`src/rtl/mips_muldiv.sv`:
```
// Iterative MIPS multiply/divide unit with HI/LO registers.
// Define MULDIV_FAST_MUL_EN for a single-cycle combinational multiply path.
module mips_muldiv #(
    parameter int DATA_W = 32
) (
    input  logic              Clk,
    input  logic              Reset,
    input  logic              Start,
    input  logic [2:0]        Op,
    input  logic [DATA_W-1:0] A,
    input  logic [DATA_W-1:0] B,
    output logic              Busy,
    output logic              Done,
    output logic [DATA_W-1:0] HI,
    output logic [DATA_W-1:0] LO,
    output logic              Div_Zero
);

    localparam int W     = DATA_W;
    localparam int CNT_W = $clog2(DATA_W) + 1;

    typedef enum logic [1:0] {
        S_IDLE = 2'd0,
        S_ITER = 2'd1,
        S_FIX  = 2'd2
    } state_t;

    state_t r_state;
    state_t w_next;

    logic [CNT_W-1:0] r_cnt;
    logic             r_div;
    logic             r_neg_q;
    logic             r_neg_r;
    logic [W-1:0]     r_a;
    logic [W-1:0]     r_mc;
    logic [2*W-1:0]   r_acc;

    logic             w_go;
    logic             w_sgn;
    logic             w_a_neg;
    logic             w_b_neg;
    logic [W-1:0]     w_a_mag;
    logic [W-1:0]     w_b_mag;
    logic             w_fast;
    logic [W:0]       w_mul_sum;
    logic [2*W-1:0]   w_mul_step;
    logic [W:0]       w_rsh;
    logic [W+1:0]     w_diff;
    logic [2*W-1:0]   w_div_step;
    logic [2*W-1:0]   w_prod;
    logic [W-1:0]     w_quo;
    logic [W-1:0]     w_rem;
    logic [W-1:0]     w_hi_res;
    logic [W-1:0]     w_lo_res;

    assign w_go    = Start && (r_state == S_IDLE) && !Op[2];
    assign w_sgn   = !Op[0];
    assign w_a_neg = w_sgn && A[W-1];
    assign w_b_neg = w_sgn && B[W-1];
    assign w_a_mag = w_a_neg ? (~A + 1'b1) : A;
    assign w_b_mag = w_b_neg ? (~B + 1'b1) : B;

`ifdef MULDIV_FAST_MUL_EN
    logic [2*W-1:0] w_fast_prod;
    assign w_fast      = !Op[1];
    assign w_fast_prod = {{W{1'b0}}, w_a_mag} * {{W{1'b0}}, w_b_mag};
`else
    assign w_fast = 1'b0;
`endif

    // Shift-add: low half holds the remaining multiplier bits
    assign w_mul_sum  = {1'b0, r_acc[2*W-1:W]} + {1'b0, r_mc};
    assign w_mul_step = r_acc[0] ? {w_mul_sum, r_acc[W-1:1]}
                                 : {1'b0, r_acc[2*W-1:1]};

    // Restoring divide: shifted remainder needs W+1 bits for unsigned divisors
    assign w_rsh      = r_acc[2*W-1:W-1];
    assign w_diff     = {1'b0, w_rsh} - {2'b00, r_mc};
    assign w_div_step = w_diff[W+1] ? {w_rsh[W-1:0], r_acc[W-2:0], 1'b0}
                                    : {w_diff[W-1:0], r_acc[W-2:0], 1'b1};

    assign w_prod = r_neg_q ? (~r_acc + 1'b1) : r_acc;
    assign w_quo  = r_neg_q ? (~r_acc[W-1:0] + 1'b1) : r_acc[W-1:0];
    assign w_rem  = r_neg_r ? (~r_acc[2*W-1:W] + 1'b1) : r_acc[2*W-1:W];

    always_comb begin
        w_hi_res = w_prod[2*W-1:W];
        w_lo_res = w_prod[W-1:0];
        if (Div_Zero) begin
            w_hi_res = r_a;
            w_lo_res = {W{1'b1}};
        end else if (r_div) begin
            w_hi_res = w_rem;
            w_lo_res = w_quo;
        end
    end

    always_ff @(posedge Clk or posedge Reset) begin
        if (Reset) begin
            r_state <= S_IDLE;
        end else begin
            r_state <= w_next;
        end
    end

    always_comb begin
        w_next = r_state;
        unique case (r_state)
            S_IDLE:  if (w_go) w_next = w_fast ? S_FIX : S_ITER;
            S_ITER:  if (r_cnt == CNT_W'(W - 1)) w_next = S_FIX;
            S_FIX:   w_next = S_IDLE;
            default: w_next = S_IDLE;
        endcase
    end

    always_comb begin
        Busy = 1'b0;
        if (r_state != S_IDLE) Busy = 1'b1;
    end

    always_ff @(posedge Clk or posedge Reset) begin
        if (Reset) begin
            r_cnt    <= '0;
            r_div    <= 1'b0;
            r_neg_q  <= 1'b0;
            r_neg_r  <= 1'b0;
            r_a      <= '0;
            r_mc     <= '0;
            r_acc    <= '0;
            HI       <= '0;
            LO       <= '0;
            Done     <= 1'b0;
            Div_Zero <= 1'b0;
        end else begin
            Done <= 1'b0;
            unique case (r_state)
                S_IDLE: begin
                    if (w_go) begin
                        r_cnt    <= '0;
                        r_div    <= Op[1];
                        r_neg_q  <= w_a_neg ^ w_b_neg;
                        r_neg_r  <= w_a_neg;
                        r_a      <= A;
                        r_mc     <= Op[1] ? w_b_mag : w_a_mag;
                        r_acc    <= {{W{1'b0}}, Op[1] ? w_a_mag : w_b_mag};
                        Div_Zero <= Op[1] && (B == '0);
`ifdef MULDIV_FAST_MUL_EN
                        if (!Op[1]) r_acc <= w_fast_prod;
`endif
                    end else if (Start && Op == 3'b100) begin
                        HI <= A;
                    end else if (Start && Op == 3'b101) begin
                        LO <= A;
                    end
                end
                S_ITER: begin
                    r_cnt <= r_cnt + 1'b1;
                    r_acc <= r_div ? w_div_step : w_mul_step;
                end
                S_FIX: begin
                    HI   <= w_hi_res;
                    LO   <= w_lo_res;
                    Done <= 1'b1;
                end
                default: ;
            endcase
        end
    end

endmodule
```
`config.mk`:
```
export PLATFORM = sky130hd
export DESIGN_NAME = mips_muldiv
export DESIGN_NICKNAME = d
export VERILOG_FILES = /design/src/rtl/mips_muldiv.sv
export SDC_FILE = /design/constraint.sdc
export NUM_CORES = 1
export LEC_CHECK = 0
export ABC_AREA = 1
export CORE_MARGIN = 2
export CORE_UTILIZATION = 65
export DETAILED_ROUTE_END_ITERATION = 10
export PLACE_DENSITY_LB_ADDON = 0.1
export REMOVE_ABC_BUFFERS = 1
export SLEW_MARGIN = 0
export SYNTH_ARGS = -nofsm -noshare
export SYNTH_HDL_FRONTEND = slang
export SYNTH_SLANG_ARGS = --single-unit
```
`constraint.sdc`:
```
create_clock -name Clk -period 15.7 [get_ports Clk]
set_input_delay 3.925 -clock Clk [delete_from_list [all_inputs] [get_ports Clk]]
set_output_delay 3.925 -clock Clk [all_outputs]
set_load 0.01 [all_outputs]
```
# Word level (Yosys, flattened, before mapping)
# Index checks and enable logic that the tools add are counted.
dict set report op_classes {
  n_bitwise 6
  n_reduce_logical 19
  eq_ne 11
  n_mux 30
  add_sub_neg 8
}
# cell count
set ops {}
lappend ops {{2-to-1 mux 32 bit} 15}
lappend ops {{2-to-1 mux 64 bit} 5}
lappend ops {{adder 32 x 1 -> 32 bit (second input constant)} 4}
lappend ops {{NOT 32 bit} 4}
lappend ops {{one-hot mux 32 bit (2 select lines)} 2}
lappend ops {{one-hot mux 64 bit (2 select lines)} 1}
lappend ops {{adder 64 x 1 -> 64 bit (second input constant)} 1}
lappend ops {{NOT 64 bit} 1}
lappend ops {{subtractor 33 x 32 -> 34 bit} 1}
lappend ops {{adder 32 x 32 -> 33 bit} 1}
lappend ops {{zero test 32 bit} 1}
lappend ops {{one-hot mux 6 bit (2 select lines)} 1}
lappend ops {{!= test 2 bit (second input constant)} 4}
lappend ops {{logical AND 1 bit} 7}
lappend ops {{adder 6 x 1 -> 6 bit (second input constant)} 1}
lappend ops {{equality test 3 bit (second input constant)} 2}
lappend ops {{equality test 6 x 5 -> 1 bit (second input constant)} 1}
lappend ops {{2-to-1 mux 6 bit} 1}
lappend ops {{AND reduction 2 bit} 3}
lappend ops {{nonzero test 2 bit} 3}
lappend ops {{2-to-1 mux 2 bit} 2}
lappend ops {{!= test 2 x 1 -> 1 bit (second input constant)} 2}
lappend ops {{one-hot mux 2 bit (2 select lines)} 1}
lappend ops {{AND reduction 4 bit} 1}
lappend ops {{other kinds (7)} 9}
dict set report word_totals {
  wordCells 86
  input_bits 70
  ff_bits 205
}

# Logic depth before layout (Yosys ltp)
dict set report logic_depth {
  ltp_word 6
  mapped_depth 17
}

# Worst setup path after synthesis
# Ideal clock, no wire load.
dict set report synth_path {
  path_type {input port to flip-flop}
  from {in B[0]}
  to {reg r_acc[26]}
  slack_ns 10.264
  arrival_ns 5.319
  path_stages 13
  cell_sequence {inv_1 > ha_1 > nand3_1 > nor2_1 > nand3_1 > nand2_1 > nand2_1 > nand2_1 > nand3_1 > nand3_1 > nand2_1 > nand2_1 > nand2_1}
}
dict set report synth_between {
  elab_chain_cells 6
}
# item line
set synth_rtl {}
lappend synth_rtl {{from (decl)} 11} ;# input logic [DATA_W-1:0] B,
lappend synth_rtl {{NOT 32 bit} 62} ;# assign w_b_mag = w_b_neg ? (~B + 1'b1) : B;
lappend synth_rtl {{adder 32 x 1 -> 32 bit} 62}
lappend synth_rtl {{2-to-1 mux 32 bit} 62}
lappend synth_rtl {{2-to-1 mux 32 bit} 146} ;# r_acc <= {{W{1'b0}}, Op[1] ? w_a_mag : w_b_mag};
lappend synth_rtl {{2-to-1 mux 64 bit} 139} ;# if (w_go) begin
lappend synth_rtl {{one-hot mux 64 bit (2 select lines)} 137} ;# unique case (r_state)
lappend synth_rtl {{to (signal assigned)} 146}
lappend synth_rtl {{to (signal assigned)} 159} ;# r_acc <= r_div ? w_div_step : w_mul_step;
lappend synth_rtl {{to (decl)} 37} ;# logic [2*W-1:0] r_acc;
# No other way between the ends. The select of a mux whose other input is x is not followed.
# A chain may end at the register's enable or synchronous reset.

# Worst setup path after layout
dict set report layout_path {
  from {in Start}
  to {reg r_mc[1]}
}
dict set report layout_between {
  elab_chain_cells 3
}
# item line
set layout_rtl {}
lappend layout_rtl {{from (decl)} 8} ;# input logic Start,
lappend layout_rtl {{logical AND 1 bit (2 in series)} 57} ;# assign w_go = Start && (r_state == S_IDLE) && !Op[2];
lappend layout_rtl {{AND reduction 2 bit (no source line)} n/a}
lappend layout_rtl {{to (signal assigned)} 145} ;# r_mc <= Op[1] ? w_b_mag : w_a_mag;
lappend layout_rtl {{to (decl)} 36} ;# logic [W-1:0] r_mc;
# No other way between the ends.

==> flow_metrics.py <==
metrics = {
    "outcome": {
        "outcome": "complete, but fails checks",
        "violations": "DRC",
    },
    "timing": {
        "slew_headroom_pct": 21.6,
        "tns_ns": 0,
        "fmax_mhz": 149,
        "worst_slew_pin_slew_ns": 1.18,
        "setup_ws_ns": 8.98,
        "hold-worst-slack_ns": 0.484,
        "min_period_over_period_pct": 42.8,
        "period_minus_slack_ns": 6.72,
        "setup_viol": 0,
        "rsz0062_at_grt": "no",
        "hold_viol": 0,
        "fin_worst_skew_ns": 0.0250,
        "slew_viol_final": 0,
    },
    "setup_path": {
        "crit_top_cell": "inv_1",
        "critPathRequiredTime_ns": 16.12,
        "critical_path.max_fanout": 58,
        "criticalPathCategory": "in2reg",
        "rr_worst_depth": 8,
        "cpPeakStageDelay_ns": 0.64,
        "cp_top_family": "buffers and inverters",
        "r2r_slack_ns": 12.30,
        "crit_cells": 8,
        "rr_endpoint": "r_mc[1]",
        "startpoint_type": "primary input",
        "crit_chain": "clkdlybuf4s50_1 -> inv_1 -> nor3_4 -> buf_4 -> inv_2 -> nor2_4 -> inv_1 -> o221ai_1",
        "arrival_ns": 7.15,
        "r2r-start": "r_state[0]",
        "cp_num_buf_inv": 5,
        "critPathSlowestCell": "nor2_4",
        "crit_path_end_kind": "flop",
    },
    "finish": {
        "area_growth_pct": 11.3,
        "fillers": 2680,
        "layoutNonFillerInstCount": 3921,
        "fin_area_sq_um": 22200,
        "fin_util_pct": 73.1,
        "finish.net_count": 3650,
        "drive_gt1_share_pct": 3.26,
        "n_antenna_cell": 0,
    },
    "grt": {
        "grt_use_total_pct": 50.8,
        "grt-ovfl-total": 0,
        "grt_pass1_vias": 22284,
        "grt_max_degree": 130,
        "grt_pass1_wl_microns": 124000,
        "antenna_found_initial": 1,
    },
    "floorplanning": {
        "dieArea_sq_um": 32100,
        "rows": 64,
        "start_util_pct": 65.6,
        "die_h_microns": 179,
        "core_area_sq_um": 30400,
        "num_io_pins": 137,
        "dieWidth_microns": 179,
    },
    "synth": {
        "synth_edf_count": 0,
        "synth-seq-cells": 205,
        "ys_types": 53,
        "syn-cell-area_sq_um": 20000,
        "ys_warn_count": 0,
        "synthArstFlopShare_pct": 100,
        "synth_cells": 3450,
        "syn_avg_cell_area_sq_um": 5.79,
        "synth-main-ff-cell": "dfrtp_1",
        "synth_seq_area_share_pct": 25.7,
    },
    "power": {
        "power_mw": 5.68,
        "powerDensity_nw_per_um2": 256,
        "ir_drop_uv": 195,
        "leakagePower_nw": 11.6,
    },
    "placed_design": {
        "place_area_sq_um": 21500,
        "dp_hpwl_microns": 62700,
        "place_congestion": 1.21,
        "dp_cells": 3880,
        "dp_slack_ns": 8.68,
        "io_buffer_count": 136,
    },
    "cts": {
        "cts_root_buffer": "clkbuf_16",
        "htree_levels": 1,
        "cts_tree": "built",
        "cts.sinks": 205,
        "clk_pin_slew_ns": 0.06,
        "clockBufferDepth": 3,
        "clock_latency_ns": 0.54,
        "cts_buffers": 23,
        "postCtsSetupBuffers": 0,
        "holdBufCountCts": 0,
        "cts-resized-gates": 0,
    },
    "drt": {
        "viasPerCell": 6.35,
        "drt_iter0_markers": 4560,
        "wirelength_microns": 82900,
        "wire_per_inst_microns": 21.1,
        "drc": 5,
        "dr.pass1.iters": 11,
        "vias": 24891,
        "ant_nets": 0,
    },
    "min_path": {
        "hold_start": "LO[17]",
        "hp-class": "reg2reg",
        "min_to": "LO[17]",
        "hold-path-cell-count": 2,
    },
    "job": {
        "cap_violations": 0,
    },
}
[cell type report]
class	count	area, sq um	area share (%)
clock buffer	31	646	2.90
clock inverter	10	110	0.495
inverter	448	1690	7.60
multi-input combinational	2675	12600	56.9
sequential	205	5130	23.1
tap	396	495	2.23
timing repair buffer	156	1510	6.80
[worst max-delay path by stage]
stage / startpoint / to
after floorplan: Reset / Div_Zero
after global placement: Start / r_mc[22]
after detailed placement: Start / r_mc[1]
after CTS: Start / r_mc[1]
after global routing: Start / r_mc[1]
final: Start / r_mc[1]
[logic make-up (layout without fill, tap and decap cells)]
kind of cell / after synthesis / count (layout) / synth area share [%]
and+or+nand+nor: 2030 / 2030 / 42.1
buffers and inverters: 570 / 645 / 11.1
AOI/OAI and AO/OA: 522 / 522 / 14.3
DFF: 205 / 205 / 25.7
adders and majority gates: 71 / 71 / 4.52
xor gates and xnor gates: 52 / 52 / 2.28
[flip-flops by register name (all words and copies together), names as in the netlist, 2 cells and up]
signal,count
r_cnt,6
LO,32
r_acc,64
r_mc,32
r_state,2
HI,32
r_a,32
[Yosys cell counts (19+ instances only)]
cell type,count,share of area [%]
a21oi_1,228,5.7
buf_1,19,0.36
buf_2,27,0.68
clkbuf_1,70,1.3
dfrtp_1,205,26
ha_1,69,4.3
inv_1,437,8.2
nand2_1,1122,21
nand3_1,318,8.0
nand4_1,45,1.4
nor2_1,464,8.7
o211ai_1,26,0.98
o21ai_0,183,4.6
o21ai_1,22,0.55
xor2_1,43,1.9
[layout by cell type, fill, tap and decap left out, drive strengths merged, types with 2 or more instances in the layout]
cell	count
nand2	1127
nor2	475
inv	448
nand3	320
a21oi	233
o21ai	208
dfrtp	205
clkdlybuf4s50	136
ha	69
nand4	45
xor2	43
clkbuf	31
o211ai	26
buf	20
nor3	19
nand3b	17
or2	15
o221ai	14
a31oi	13
xnor2	9
and2	7
clkinv	7
a22oi	6
o31ai	6
a21o	4
o21bai	4
o21a	3
nor4	3
a21boi	2
fa	2
bufinv	2
[power breakdown]
group,total [mW],internal [mW],switching (mW)
Combinational,3.93,1.24,2.68
Sequential,1.20,0.784,0.412
Clock,0.559,0.322,0.237
Total,5.68,2.35,3.33
[routing by layer]
metal	share of wire (%)	track usage (%)	vias to the layer above
met1	35	66.2	11042
li1	-	-	11127
met5	0.013	0	-
met3	18	18.6	513
met2	38	69.7	2207
met4	8.8	33.8	2
[worst register-to-register path, cell delays in order (launching register included)]
cell,delay (ns)
dfrtp_1,0.46
nor2_2,0.18
inv_2,0.08
nor3_4,0.10
buf_4,0.52
inv_2,0.60
nor2_4,0.66
inv_1,0.38
o221ai_1,0.30
(Power assumes the default switching activity.)
